## config.mk

```make
export PLATFORM = sky130hd
export DESIGN_NAME = pipelined_add_sub
export DESIGN_NICKNAME = d
export VERILOG_FILES = /design/src/rtl/pipelined_add_sub.sv
export SDC_FILE = /design/constraint.sdc
export NUM_CORES = 1
export LEC_CHECK = 0
export BUFFER_PORTS_ARGS = -buffer_cell sky130_fd_sc_hd__buf_4
export CAP_MARGIN = 20
export CORE_ASPECT_RATIO = 1.1
export CORE_MARGIN = 5
export CORE_UTILIZATION = 35
export CTS_BUF_LIST = sky130_fd_sc_hd__clkbuf_2 sky130_fd_sc_hd__clkbuf_4 sky130_fd_sc_hd__clkbuf_8
export CTS_CLUSTER_SIZE = 20
export DETAILED_ROUTE_END_ITERATION = 16
export MAX_ROUTING_LAYER = met4
export PLACE_DENSITY_LB_ADDON = 0.1
export SLEW_MARGIN = 15
export SYNTH_ARGS = -nofsm -noshare
export SYNTH_HDL_FRONTEND = slang
export SYNTH_SLANG_ARGS = --single-unit
```

## constraint.sdc

```tcl
create_clock -name clk -period 2.7 [get_ports clk]
set_input_delay 0.135 -clock clk [delete_from_list [all_inputs] [get_ports clk]]
set_output_delay 0.135 -clock clk [all_outputs]
set_load 0.02 [all_outputs]
```

## src/rtl/pipelined_add_sub.sv

```systemverilog
// Pipelined WIDTH-bit adder/subtractor. The carry chain is split into STAGES
// register-separated segments, with a valid/ready handshake that stalls the whole pipe.
module pipelined_add_sub #(
    parameter int WIDTH  = 16,
    parameter int STAGES = 4
) (
    input  logic             clk,
    input  logic             rst_n,
    input  logic             in_valid,
    output logic             in_ready,
    input  logic [WIDTH-1:0] a,
    input  logic [WIDTH-1:0] b,
    input  logic             cin,
    input  logic             sub,
    output logic             out_valid,
    input  logic             out_ready,
    output logic [WIDTH-1:0] sum,
    output logic             cout,
    output logic             ovf,
    output logic             zero,
    output logic             neg
);

    localparam int CHUNK = WIDTH / STAGES;
    localparam int LAST  = STAGES - 1;

    // Stage registers: operand A, conditioned operand B', partial sum, carry, valid.
    logic [WIDTH-1:0] a_q  [STAGES];
    logic [WIDTH-1:0] bx_q [STAGES];
    logic [WIDTH-1:0] s_q  [STAGES];
    logic             c_q  [STAGES];
    logic             v_q  [STAGES];

    logic [WIDTH-1:0] a_in  [STAGES];
    logic [WIDTH-1:0] bx_in [STAGES];
    logic [WIDTH-1:0] s_in  [STAGES];
    logic             c_in  [STAGES];
    logic             v_in  [STAGES];
    logic [WIDTH-1:0] s_nxt [STAGES];
    logic             c_nxt [STAGES];

    logic cout_q, ovf_q, zero_q, neg_q;
    logic stall;

    assign stall    = v_q[LAST] && !out_ready;
    assign in_ready = !stall;

    for (genvar k = 0; k < STAGES; k++) begin : g_stage
        logic [CHUNK:0] part;

        if (k == 0) begin : g_first
            assign a_in[k]  = a;
            assign bx_in[k] = sub ? ~b : b;
            assign s_in[k]  = '0;
            assign c_in[k]  = cin ^ sub;
            assign v_in[k]  = in_valid && in_ready;
        end else begin : g_next
            assign a_in[k]  = a_q[k-1];
            assign bx_in[k] = bx_q[k-1];
            assign s_in[k]  = s_q[k-1];
            assign c_in[k]  = c_q[k-1];
            assign v_in[k]  = v_q[k-1];
        end

        assign part = {1'b0, a_in[k][k*CHUNK +: CHUNK]}
                    + {1'b0, bx_in[k][k*CHUNK +: CHUNK]}
                    + {{CHUNK{1'b0}}, c_in[k]};

        // Bits at and above this chunk are still zero in s_in, so OR-ing inserts the slice.
        assign s_nxt[k] = s_in[k] | (WIDTH'(part[CHUNK-1:0]) << (k * CHUNK));
        assign c_nxt[k] = part[CHUNK];
    end

    // NOTE: sequential state uses non-blocking assignments so every stage samples
    // its predecessor's pre-edge value, giving a true shift rather than a fall-through.
    always_ff @(posedge clk) begin
        if (!rst_n) begin
            // NOTE: data registers are cleared along with valid bits so the outputs
            // read as zero right after reset, not just "invalid".
            for (int k = 0; k < STAGES; k++) begin
                v_q[k]  <= 1'b0;
                a_q[k]  <= '0;
                bx_q[k] <= '0;
                s_q[k]  <= '0;
                c_q[k]  <= 1'b0;
            end
            cout_q <= 1'b0;
            ovf_q  <= 1'b0;
            zero_q <= 1'b0;
            neg_q  <= 1'b0;
        end else if (!stall) begin
            for (int k = 0; k < STAGES; k++) begin
                v_q[k]  <= v_in[k];
                a_q[k]  <= a_in[k];
                bx_q[k] <= bx_in[k];
                s_q[k]  <= s_nxt[k];
                c_q[k]  <= c_nxt[k];
            end
            cout_q <= c_nxt[LAST];
            ovf_q  <= (a_in[LAST][WIDTH-1] == bx_in[LAST][WIDTH-1])
                   && (s_nxt[LAST][WIDTH-1] != a_in[LAST][WIDTH-1]);
            zero_q <= (s_nxt[LAST] == '0);
            neg_q  <= s_nxt[LAST][WIDTH-1];
        end
    end

    assign out_valid = v_q[LAST];
    assign sum       = s_q[LAST];
    assign cout      = cout_q;
    assign ovf       = ovf_q;
    assign zero      = zero_q;
    assign neg       = neg_q;

endmodule

```

# == Word level (Yosys, flattened, before mapping) ==
# Memories as Yosys holds them, arrays and structs flattened.
# Cells that the tools add are included.
# word_totals
register_bits,4
latch_bits,0
ram_bits,200
rom_bits,0
elab_cells,75
n_memories,5
# op_classes
add_sub_neg,8
n_mul,0
div,0
n_lt_le_gt_ge,0
n_eq_ne,2
shifts,0
n_mux,25
bitwise_logic,25
reduce_logical,6
# memory_table
name,words,width,rd,rd_clocked_by_memory_dff,write_ports,line_no,source
a_q,4,16,3,0,4,28,logic [WIDTH-1:0] a_q [STAGES];
bx_q,4,16,3,0,4,29,logic [WIDTH-1:0] bx_q [STAGES];
s_q,4,16,4,0,4,30,logic [WIDTH-1:0] s_q [STAGES];
c_q,4,1,3,0,4,31,logic c_q [STAGES];
v_q,4,1,4,0,4,32,logic v_q [STAGES];
# op_table
cell,n
$mux W16,13
$add A4 B4 Y5,4
$add A5 B1 Y5,4
$or A1 B1 Y1,20
$logic_not A16 Y1,1
$not A16 Y16,1
$or A16 B12 Y16,1
$or A16 B16 Y16,1
$or A16 B8 Y16,1
$mux W1,12
$logic_and A1 B1 Y1,3
$logic_not A1 Y1,2
$eq A1 B1 Y1,1
$ne A1 B1 Y1,1
$xor A1 B1 Y1,1

# == Longest topological paths before layout ==
# Gate-level depths: netlist (run 1).
# depth
ltp_word,6
mapped_depth,8
depth_no_buf,8

# == Worst setup path before layout (run 1) ==
# OpenSTA, ideal clock, no wires.
# synth_path
kind,register to register
startpoint,memory v_q[3]
endpoint,memory a_q[0][10] (enable)
setup_ns,0.453
arrival_ns,2.716
slack_ns,-0.469
stages_incl_launch_ff,4
cell_sequence,edfxtp_1 -> nor2b_4 -> buf_6 -> nand2_1
# synth_lines
item,line_no
"start, declared",32
"end, declared",28

==> results.sh, run 1 <==
export IMPL_status="finished, final reports clean"
export IMPL_worst_slew_pin_slew_ps=645
export IMPL_num_rows=43
export IMPL_gr_usage_all_layers=0.114
export IMPL_synthesis_stage_register_bit_count=99
export IMPL_die_width_um=117
export IMPL_synth_sequential_area_ratio=0.654
export IMPL_pwr_share_comb=0.106
export IMPL_cts_resized=0
export IMPL_grt_pass1_vias=2644
export IMPL_core_area_sq_um=12500
export IMPL_synth_cell_area_sq_um=4440
export IMPL_synth_warnings=0
export IMPL_drt_total_wl_um=8000
export IMPL_clock_insertion_delay_worst_skew_ps=360
export IMPL_worst_ir_drop_vdd_mv=0.206
export IMPL_arrival_ps=2310
export IMPL_holdBufCountCts=0
export IMPL_gpl_final_weighted_congestion=0.696
export IMPL_cts_htree_levels=3
export IMPL_timing_hold_violations_final=0
export IMPL_timing_critical_path_fanout_max=2
export IMPL_hold_path_class="in -> reg"
export IMPL_detailedPlace_worstSlack_ps=639
export IMPL_worstSetupStartpoint="a_q[0][44]"
export IMPL_io_buffers=59
export IMPL_synth_top_cells_by_count="edfxtp_1 (92), and3_1 (68), nor2_1 (22)"
export IMPL_slowest_stage="fa_1"
export IMPL_final_cell_count_no_fill=526
export IMPL_grt_start_max_net_pins=76
export IMPL_post_drt_via_cell_ratio=4.71
export IMPL_floorplan_initialDensity=0.354
export IMPL_cts_root_buffer_cell="clkbuf_8"
export IMPL_io_pins=60
export IMPL_floorplan_die_area_sq_um=15000
export IMPL_clockPowerShare=0.301
export IMPL_synth_top_cell_area_share=0.623
export IMPL_synthMostInstantiatedCell="edfxtp_1"
export IMPL_tritoncts="done"
export IMPL_p_leak_nw=2.40
export IMPL_post_route_cells_drive_above_1_share=0.230
export IMPL_critical_path_class="reg -> reg"
export IMPL_syn_to_final_growth_pct=16.2
export IMPL_rsz0062_at_grt="no"
export IMPL_grt_first_pass_wirelength_um=13100
export IMPL_fin_tns_setup_ps=0
export IMPL_worst_r2r_endpoint="zero"
export IMPL_instance_area_after_placement_sq_um=4970
export IMPL_timing_critical_path_required_ps=3010
export IMPL_ys_async_sr_fraction=0
export IMPL_grtUsageMet1=0.123
export IMPL_length_of_the_first_detailed_routing_pass_in_iterations=4
export IMPL_synth_edf_count=92
export IMPL_via_count_of_the_routed_design=2476
export IMPL_antenna_violations_before_repair=0
export IMPL_clock_sinks=99
export IMPL_cell_internal_pwr_mw=2.38
export IMPL_max_stage_delay_ps=470
export IMPL_path_depth=5
export IMPL_setup_reg_to_reg_worst_slack_ps=700
export IMPL_hold_slack_ps=40.6
export IMPL_cp_num_buf_inv=0
export IMPL_timing_critical_path_from_type="flip-flop"
export IMPL_fillers=1189
export IMPL_maxCapViolCount=0
export IMPL_synth_ff_type="edfxtp_1"
export IMPL_postLayoutSetupSlackWorst_ps=703
export IMPL_final_setup_viol_count=0
export IMPL_synth_distinct_cells=32
export IMPL_grt_met2_usage=0.196
export IMPL_clock_skew_ps=6.78
export IMPL_synth_top_area_cell="edfxtp_1"
export IMPL_instance_count_of_the_mapped_netlist=312
export IMPL_r2r_start="a_q[0][44]"
export IMPL_crit_path_max_delay_family="adder cells"
export IMPL_crit_path_end="zero"
export IMPL_number_of_drc_violations_after_detailed_routing_iteration_0=143
export IMPL_maxSlewHeadroom=0.566
export IMPL_critical_path_cell_chain="fa_1 > fa_1 > nor4_1 > and4b_1 > a31o_1"
export IMPL_r2r_cells=5
export IMPL_avg_wl_per_cell_um=15.2
export IMPL_post_route_min_period_ps=2000
export IMPL_p_per_area_nw_per_um2=596
export IMPL_cts_path_max_buffers=2
export IMPL_synth_top_cells_by_area="edfxtp_1 (62%), and3_1 (9.6%), fa_1 (3.6%)"
export IMPL_worstSetupEndpointType="flip-flop"
export IMPL_layer_with_the_highest_usage="met2"
export IMPL_maxSlewViolCount=0
export IMPL_total_non_filler_cell_area_in_the_finished_layout_sq_um=5160
export IMPL_grt_use_met3=0.0265
export IMPL_post_route_period_util=0.740
export IMPL_nNetsFinal=422
export IMPL_n_antenna_cell=0
export IMPL_placed_cells=510
export IMPL_worst_path_most_repeated_cell="fa_1"
export IMPL_number_of_buffers_added_by_the_clock_tree_synthesis_step=9
export IMPL_cts_setup_buffers=0
export IMPL_synth_net_count=370
export IMPL_clkTransAtPathRegs_ps=90
export IMPL_power_switching_share=0.225
export IMPL_switching_power_uw=691
export IMPL_drc_errors=0
export IMPL_power_share_sequential=0.593
export IMPL_final_antenna_net_count=0
export IMPL_dieHeight_um=128
export IMPL_register_area_sq_um=2900
export IMPL_grt_overflow_total=0
export IMPL_synth_area_per_cell_sq_um=14.2
export IMPL_clock_fmax_mhz=501
export IMPL_detailed_place_hpwl_um=4990
export IMPL_area_taken_by_multi_input_logic_gates_sq_um=1350
-- layer usage --
layer  part of all wire  vias up
li1                   -     1228
met1               0.41     1185
met2               0.52       50
met3              0.043       13
met4              0.022        0
met5                  0        -
-- power groups by stage --
stage | sequential, mW | clock [mW] | combinational (mW)
final | 1.82 | 0.925 | 0.326
after floorplan | 1.87 | 0 | 0.195
after CTS | 1.83 | 0.965 | 0.334
after global placement | 1.86 | 0 | 0.326
after detailed placement | 1.86 | 0 | 0.332
after global routing | 1.84 | 1.02 | 0.367
-- worst min-delay path, stage by stage --
cell	delay [ps]
buf_4	110
nand2_1	40
a21boi_0	70
-- flip-flops by register name, indices dropped and copies added (netlist names) --
name,cells
bx_q,24
s_q,40
v_q,4
zero,1
neg,1
c_q,3
a_q,24
cout,1
ovf,1
-- how the worst min path moves through the flow --
stage	start	endpoint	slack [ps]	cells past startpoint
floorplan	in_valid	v_q[0]	280	2
global placement	in_valid	v_q[0]	410	3
detailed placement	in_valid	v_q[0]	430	3
CTS	in_valid	v_q[0]	20	3
global route	in_valid	v_q[0]	50	3
finish	in_valid	v_q[0]	40	3
-- cells by family after synthesis --
group                      synth area share
DFF                                   0.654
and+or+nand+nor                       0.152
xor gates and xnor gates             0.0474
AOI/OAI and AO/OA                    0.0327
adders and majority gates            0.0699
buffers and inverters                0.0440
-- layout make-up --
type,count,area share
Inverter,10,0.00825
Clock inverter,2,0.00194
Tap cell,157,0.0381
Clock buffer,14,0.0349
Multi-Input combinational cell,182,0.261
Timing Repair Buffer,62,0.0927
Sequential cell,99,0.563
-- cells in the final DEF, fill, tap and decap left out, types with 3 or more instances in the layout --
| cell | synthesis | final |
|---|---|---|
| a21o_1 | 5 | 5 |
| nand2_1 | 9 | 8 |
| o21ai_0 | 5 | 5 |
| xor2_1 | 9 | 9 |
| fa_1 | 8 | 8 |
| inv_1 | 9 | 9 |
| and3_1 | 68 | 68 |
| a21boi_0 | 4 | 4 |
| nor2b_1 | 3 | 3 |
| a21oi_1 | 7 | 7 |
| xnor2_1 | 15 | 15 |
| clkbuf_8 | 0 | 12 |
| ha_1 | 12 | 12 |
| buf_4 | 1 | 61 |
| edfxtp_1 | 92 | 92 |
| nor2_1 | 22 | 22 |
| dfxtp_1 | 7 | 7 |
-- per-stage QoR --
| stage | utilization | power [mW] |
|---|---|---|
| 2_1_floorplan | - | 2.07 |
| 3_3_place_gp | 0.396 | 2.19 |
| 3_5_place_dp | 0.396 | 2.19 |
| 4_1_cts | 0.411 | 3.13 |
| 5_1_grt | 0.411 | 3.22 |
| 6_report | 0.411 | 3.07 |
No activity file was read; power rests on OpenSTA's default activity.
==> inputs of run 2 (changes only) <==
- ABC_AREA: default -> 1
- clock period: 2.7 -> 2.01 ns (I/O delays scaled with it)
==> run 2 against run 1 <==
Against the previous run:
- combinational power rose by 47%
- synthesized cell count rose by 30%
- global-route usage fell by 1.1 points
- sequential power rose by 35%
- clock skew rose by 3.4 ps
==> results.sh, run 2 <==
export IMPL_status="finished, final reports clean"
export IMPL_io_pins=60
export IMPL_arrival_ps=2160
export IMPL_clock_skew_ps=10.2
export IMPL_avg_wl_per_cell_um=11.3
export IMPL_number_of_flip_flops_under_the_largest_register_name=40
export IMPL_synth_compound_gate_area_share=0.0196
export IMPL_synth_cell_area_sq_um=4530
export IMPL_hold_path_class="in -> reg"
export IMPL_synth_sequential_area_ratio=0.640
export IMPL_detailed_place_hpwl_um=4700
export IMPL_critical_path_class="reg -> reg"
export IMPL_maxSlewViolCount=0
export IMPL_top_regs="s_q: 40 flops, a_q: 24 flops, bx_q: 24 flops"
export IMPL_rsz0062_at_grt="no"
export IMPL_most_frequent_cells_in_the_layout="nor2_1 (100), inv_1 (95), edfxtp_1 (92)"
export IMPL_timing_critical_path_fanout_max=2
export IMPL_instance_count_of_the_mapped_netlist=405
export IMPL_worst_ir_drop_vdd_mv=0.290
export IMPL_clock_fmax_mhz=537
export IMPL_timing_critical_path_required_ps=2310
export IMPL_p_per_area_nw_per_um2=765
export IMPL_core_area_sq_um=12600
export IMPL_grt_first_pass_wirelength_um=12000
export IMPL_p_leak_nw=2.43
export IMPL_synthMostInstantiatedCell="nor2_1"
export IMPL_cts_setup_buffers=0
export IMPL_timing_critical_path_from_type="flip-flop"
export IMPL_antenna_violations_before_repair=0
export IMPL_n_antenna_cell=0
export IMPL_worst_slew_pin_slew_ps=414
export IMPL_timing_hold_violations_final=0
export IMPL_syn_to_final_growth_pct=16.9
export IMPL_placed_cells=613
export IMPL_length_of_the_first_detailed_routing_pass_in_iterations=4
export IMPL_post_route_cells_drive_above_1_share=0.178
export IMPL_fin_tns_setup_ps=0
export IMPL_number_of_drc_violations_after_detailed_routing_iteration_0=193
export IMPL_clock_sinks=99
export IMPL_final_setup_viol_count=0
export IMPL_synth_area_per_cell_sq_um=11.2
export IMPL_number_of_buffers_added_by_the_clock_tree_synthesis_step=9
export IMPL_synth_top_cells_by_area="edfxtp_1 (61%), nor2_1 (8.3%), inv_1 (7.9%)"
export IMPL_gpl_final_weighted_congestion=0.771
export IMPL_synth_warnings=0
export IMPL_floorplan_die_area_sq_um=15300
export IMPL_synthesis_stage_register_bit_count=99
export IMPL_grt_overflow_total=0
export IMPL_post_route_min_period_ps=1860
export IMPL_synth_net_count=463
export IMPL_synth_edf_count=92
export IMPL_nNetsFinal=526
export IMPL_synth_adder_area_share=0.0685
export IMPL_grt_start_max_net_pins=93
export IMPL_synth_top_area_cell="edfxtp_1"
export IMPL_registers_top_by_ff_count="s_q"
export IMPL_via_count_of_the_routed_design=2609
export IMPL_final_antenna_net_count=0
export IMPL_drc_errors=0
export IMPL_ys_async_sr_fraction=0
export IMPL_drt_total_wl_um=7140
export IMPL_synth_mux_area_fraction=0
export IMPL_synth_top_family_by_area="simple AND/OR/NAND/NOR gates"
export IMPL_maxSlewHeadroom=0.724
export IMPL_maxCapViolCount=0
export IMPL_final_common_cell="nor2_1"
export IMPL_cts_path_max_buffers=2
export IMPL_num_rows=43
export IMPL_cts_root_buffer_cell="clkbuf_8"
export IMPL_tritoncts="done"
export IMPL_grt_pass1_vias=2644
export IMPL_synth_top_cell_area_share=0.609
export IMPL_post_drt_via_cell_ratio=4.14
export IMPL_gr_usage_all_layers=0.103
export IMPL_clkTransAtPathRegs_ps=100
export IMPL_die_width_um=119
export IMPL_final_cell_count_no_fill=630
export IMPL_synth_ff_type="edfxtp_1"
export IMPL_io_buffers=59
export IMPL_floorplan_initialDensity=0.359
export IMPL_synth_top_cells_by_count="nor2_1 (100), inv_1 (95), edfxtp_1 (92)"
export IMPL_worstSetupEndpointType="flip-flop"
export IMPL_post_route_period_util=0.926
export IMPL_synth_distinct_cells=24
export IMPL_dieHeight_um=129
export IMPL_clock_insertion_delay_worst_skew_ps=360
export IMPL_synthXorXnorAreaFrac=0.0328
export IMPL_simple_gate_area_share_of_the_yosys_netlist=0.132
export IMPL_cts_htree_levels=3
run 2: worst max-delay path: stages, from the launching register on:
cell	delay [ps]
edfxtp_1	410
fa_2	420
fa_1	480
nor2_1	120
nand2_1	50
nor2_1	130
nand3_2	90
o21bai_2	100
run 2: area by class of cell:
class	instances	area, sq um
clock inverters	6	32.5
repair buffers	64	520
fillers	1230	7340
clock buffers	10	131
well taps	157	196
inverters	95	357
flip-flops and latches	99	2900
multi-input cells	199	1160
run 2: path summary, 6_finish.rpt:
| check | end | depth (start not counted) | start | slack, ps |
|---|---|---|---|---|
| min | a_q[0][15] | 3 | a[15] | 30 |
| max | zero | 7 | a_q[0][44] | 150 |
| min reg2reg | neg | 2 | neg | 460 |
| max reg2reg | zero | 7 | a_q[0][44] | 150 |
run 2: per-stage QoR:
step                area [sq um]  setup WS [ps]   util  hold WS, ps  total power, mW
floorplan                   4540           67.7      -          213             2.83
global placement            5120            171  0.405          301             2.98
detailed placement          5120           86.8  0.405          309             3.00
CTS                         5300           71.1  0.419         7.78             4.12
global route                5300           33.0  0.419         8.57             4.29
finish                      5300            149  0.419         31.4             4.05
run 2: routing by layer:
metal | vias to the layer above | GRT usage | wire length (um)
li1 | 1376 | - | -
met1 | 1175 | 0.116 | 3160
met2 | 47 | 0.169 | 3550
met3 | 11 | 0.0314 | 284
met4 | 0 | 0.0460 | 149
met5 | - | - | 0
run 2: repair_timing:
item                                   CTS  global route
hold buffers                             1             0
endpoints found under the hold margin    1             0
gates resized for setup                  0             1
setup endpoints to repair                0             1
run 2: logic make-up after synthesis:
| logic type | Yosys count |
|---|---|
| adder cells (fa/ha/maj) | 20 |
| AO/OA/AOI/OAI | 16 |
| flip-flops | 99 |
| buffers and inverters | 107 |
| AND/OR/NAND/NOR | 146 |
| XOR/XNOR | 17 |
run 2: where the power goes:
group	internal [mW]	total [mW]	leakage, nW	switching, mW
registers	2.40	2.45	1.15	0.0494
clock network	0.452	1.12	0.0806	0.666
logic	0.216	0.480	1.20	0.264
total	3.07	4.05	2.43	0.980
==> inputs of run 3 (changes only) <==
- REMOVE_ABC_BUFFERS: default -> 1
- SETUP_SLACK_MARGIN: default -> 0.3
==> run 3 against run 2 <==
Against the previous run:
- non-clock buffer count increased by 3
- sequential power about the same
- maximum frequency increased by 5.9%
- utilization increased by 0.83 points
- die area unchanged
- first-iteration DRC count decreased by 62%
- setup slack improved by 100 ps
- critical path depth increased by 1
- sequential share of layout area decreased by 1.1 points
- critical endpoint unchanged
- largest cell class unchanged
==> results.sh, run 3 (synthesis gave the netlist of run 2 again) <==
export IMPL_worst_hold_startpoint="a[12]"
export IMPL_status="finished, final reports clean"
export IMPL_cts_htree_levels=3
export IMPL_slowest_stage="fa_2"
export IMPL_die_width_um=119
export IMPL_critical_path_cell_chain="fa_2 > fa_2 > nand2_2 > inv_1 > nor2_2 > nor2_4 > nand3_2 > o21bai_2"
export IMPL_r2r_start="a_q[0][44]"
export IMPL_cell_internal_pwr_mw=3.37
export IMPL_power_switching_share=0.220
export IMPL_clockPowerShare=0.320
export IMPL_grt_first_pass_wirelength_um=11200
export IMPL_n_antenna_cell=0
export IMPL_num_rows=43
export IMPL_clkTransAtPathRegs_ps=90
export IMPL_post_route_period_util=0.874
export IMPL_grt_overflow_total=0
export IMPL_nNetsFinal=529
export IMPL_worst_ir_drop_vdd_mv=0.366
export IMPL_length_of_the_first_detailed_routing_pass_in_iterations=4
export IMPL_timing_critical_path_fanout_max=2
export IMPL_hold_path_cell_count=3
export IMPL_avg_wl_per_cell_um=10.4
export IMPL_maxCapViolCount=0
export IMPL_worst_slew_pin_slew_ps=393
export IMPL_rsz0062_at_grt="yes"
export IMPL_number_of_drc_violations_after_detailed_routing_iteration_0=73
export IMPL_io_pins=60
export IMPL_arrival_ps=2010
export IMPL_hold_path_class="in -> reg"
export IMPL_final_setup_viol_count=0
export IMPL_number_of_flip_flops_under_the_largest_register_name=40
export IMPL_timing_hold_violations_final=0
export IMPL_max_stage_delay_ps=420
export IMPL_cts_root_buffer_cell="clkbuf_8"
export IMPL_worstSetupEndpointType="flip-flop"
export IMPL_io_buffers=59
export IMPL_worst_r2r_endpoint="zero"
export IMPL_via_count_of_the_routed_design=2551
export IMPL_top_regs="s_q: 40 flops, a_q: 24 flops, bx_q: 24 flops"
export IMPL_grt_pass1_vias=2562
export IMPL_floorplan_initialDensity=0.359
export IMPL_gr_usage_all_layers=0.0951
export IMPL_setup_reg_to_reg_worst_slack_ps=250
export IMPL_antenna_violations_before_repair=0
export IMPL_syn_to_final_growth_pct=19.2
export IMPL_clock_sinks=99
export IMPL_finalCoreUtilization=0.427
export IMPL_detailed_place_hpwl_um=4680
export IMPL_fillers=1207
export IMPL_cts_path_max_buffers=2
export IMPL_post_route_cells_drive_above_1_share=0.206
export IMPL_drt_total_wl_um=6590
export IMPL_clock_insertion_delay_worst_skew_ps=360
export IMPL_post_route_min_period_ps=1760
export IMPL_timing_critical_path_required_ps=2260
export IMPL_number_of_buffers_added_by_the_clock_tree_synthesis_step=9
export IMPL_drc_errors=0
export IMPL_dieHeight_um=129
export IMPL_maxSlewViolCount=0
export IMPL_post_drt_via_cell_ratio=4.03
export IMPL_p_leak_nw=2.47
export IMPL_switching_power_uw=952
export IMPL_clock_fmax_mhz=569
export IMPL_detailedPlace_worstSlack_ps=138
export IMPL_final_common_cell="nor2_1"
export IMPL_registers_top_by_ff_count="s_q"
export IMPL_power_share_sequential=0.567
export IMPL_grt_start_max_net_pins=40
export IMPL_timing_critical_path_from_type="flip-flop"
export IMPL_clock_skew_ps=6.73
export IMPL_fin_tns_setup_ps=0
export IMPL_p_per_area_nw_per_um2=800
export IMPL_tritoncts="done"
export IMPL_postLayoutSetupSlackWorst_ps=252
export IMPL_gpl_final_weighted_congestion=0.768
export IMPL_critical_path_class="reg -> reg"
export IMPL_final_antenna_net_count=0
export IMPL_worst_path_most_repeated_cell="fa_2"
export IMPL_core_area_sq_um=12600
export IMPL_floorplan_die_area_sq_um=15300
export IMPL_r2r_cells=8
export IMPL_pwr_share_comb=0.113
export IMPL_hold_end="a_q[0][12]"
export IMPL_cp_num_buf_inv=1
export IMPL_total_non_filler_cell_area_in_the_finished_layout_sq_um=5400
export IMPL_crit_path_max_delay_family="adder cells"
export IMPL_most_frequent_cells_in_the_layout="nor2_1 (98), inv_1 (94), edfxtp_1 (92)"
export IMPL_maxSlewHeadroom=0.738
export IMPL_instance_area_after_placement_sq_um=5140
run 3: cell type report:
| type | count | area [sq um] | share of cell area |
|---|---|---|---|
| Sequential cell | 99 | 2900 | 0.537 |
| Multi-Input combinational cell | 199 | 1180 | 0.219 |
| Timing Repair Buffer | 67 | 543 | 0.100 |
| Inverter | 95 | 357 | 0.0660 |
| Tap cell | 157 | 196 | 0.0364 |
| Clock buffer | 11 | 145 | 0.0269 |
| Clock inverter | 5 | 76.3 | 0.0141 |
run 3: power groups by stage:
| stage | Clock [mW] | Sequential (mW) | Combinational [mW] |
|---|---|---|---|
| after global placement | 0 | 2.50 | 0.485 |
| final | 1.38 | 2.45 | 0.487 |
| after global routing | 1.51 | 2.47 | 0.568 |
| after CTS | 1.44 | 2.45 | 0.496 |
| after floorplan | 0 | 2.52 | 0.276 |
| after detailed placement | 0 | 2.50 | 0.490 |
run 3: how the worst max path moves through the flow:
stage / startpoint / endpoint / slack, ps / cells past startpoint
3_5_place_dp: a_q[0][44] / zero / 140 / 7
3_3_place_gp: a_q[0][44] / zero / 180 / 7
6_report: a_q[0][44] / zero / 250 / 8
5_1_grt: a_q[0][44] / zero / 140 / 7
2_1_floorplan: v_q[3] / cout / -1300 / 6
4_1_cts: c_q[0][2] / zero / 220 / 7
run 3: what timing repair did:
action / 4_1_cts / 5_1_grt
pin swaps: 5 / 3
setup buffers: 0 / 0
hold buffers: 1 / 0
endpoints found under the setup margin: 3 / 8
resized for setup: 3 / 11
endpoints found under the hold margin: 1 / 0
cloned: 0 / 0
run 3: worst register-to-register path: cells and delay by family, from the launching register on:
kind	cells	cell delay, ps
buffers and inverters	1	70
flip-flops	1	410
AND/OR/NAND/NOR	4	330
AO/OA/AOI/OAI	1	50
adder cells (fa/ha/maj)	2	790
run 3: per-stage QoR:
step | hold slack [ps] | instances | total power [mW]
after floorplan | 213 | 393 | 2.80
after global placement | 307 | 616 | 2.98
after detailed placement | 314 | 616 | 2.99
after CTS | 13.0 | 633 | 4.39
after global routing | 15.4 | 633 | 4.55
final | 32.9 | 633 | 4.32
run 3: per-layer routing:
| layer | track usage | vias up | share of wire |
|---|---|---|---|
| li1 | - | 1385 | - |
| met1 | 0.107 | 1112 | 0.45 |
| met2 | 0.154 | 45 | 0.49 |
| met4 | 0.0480 | 0 | 0.020 |
| met3 | 0.0292 | 9 | 0.048 |
| met5 | - | - | 0 |
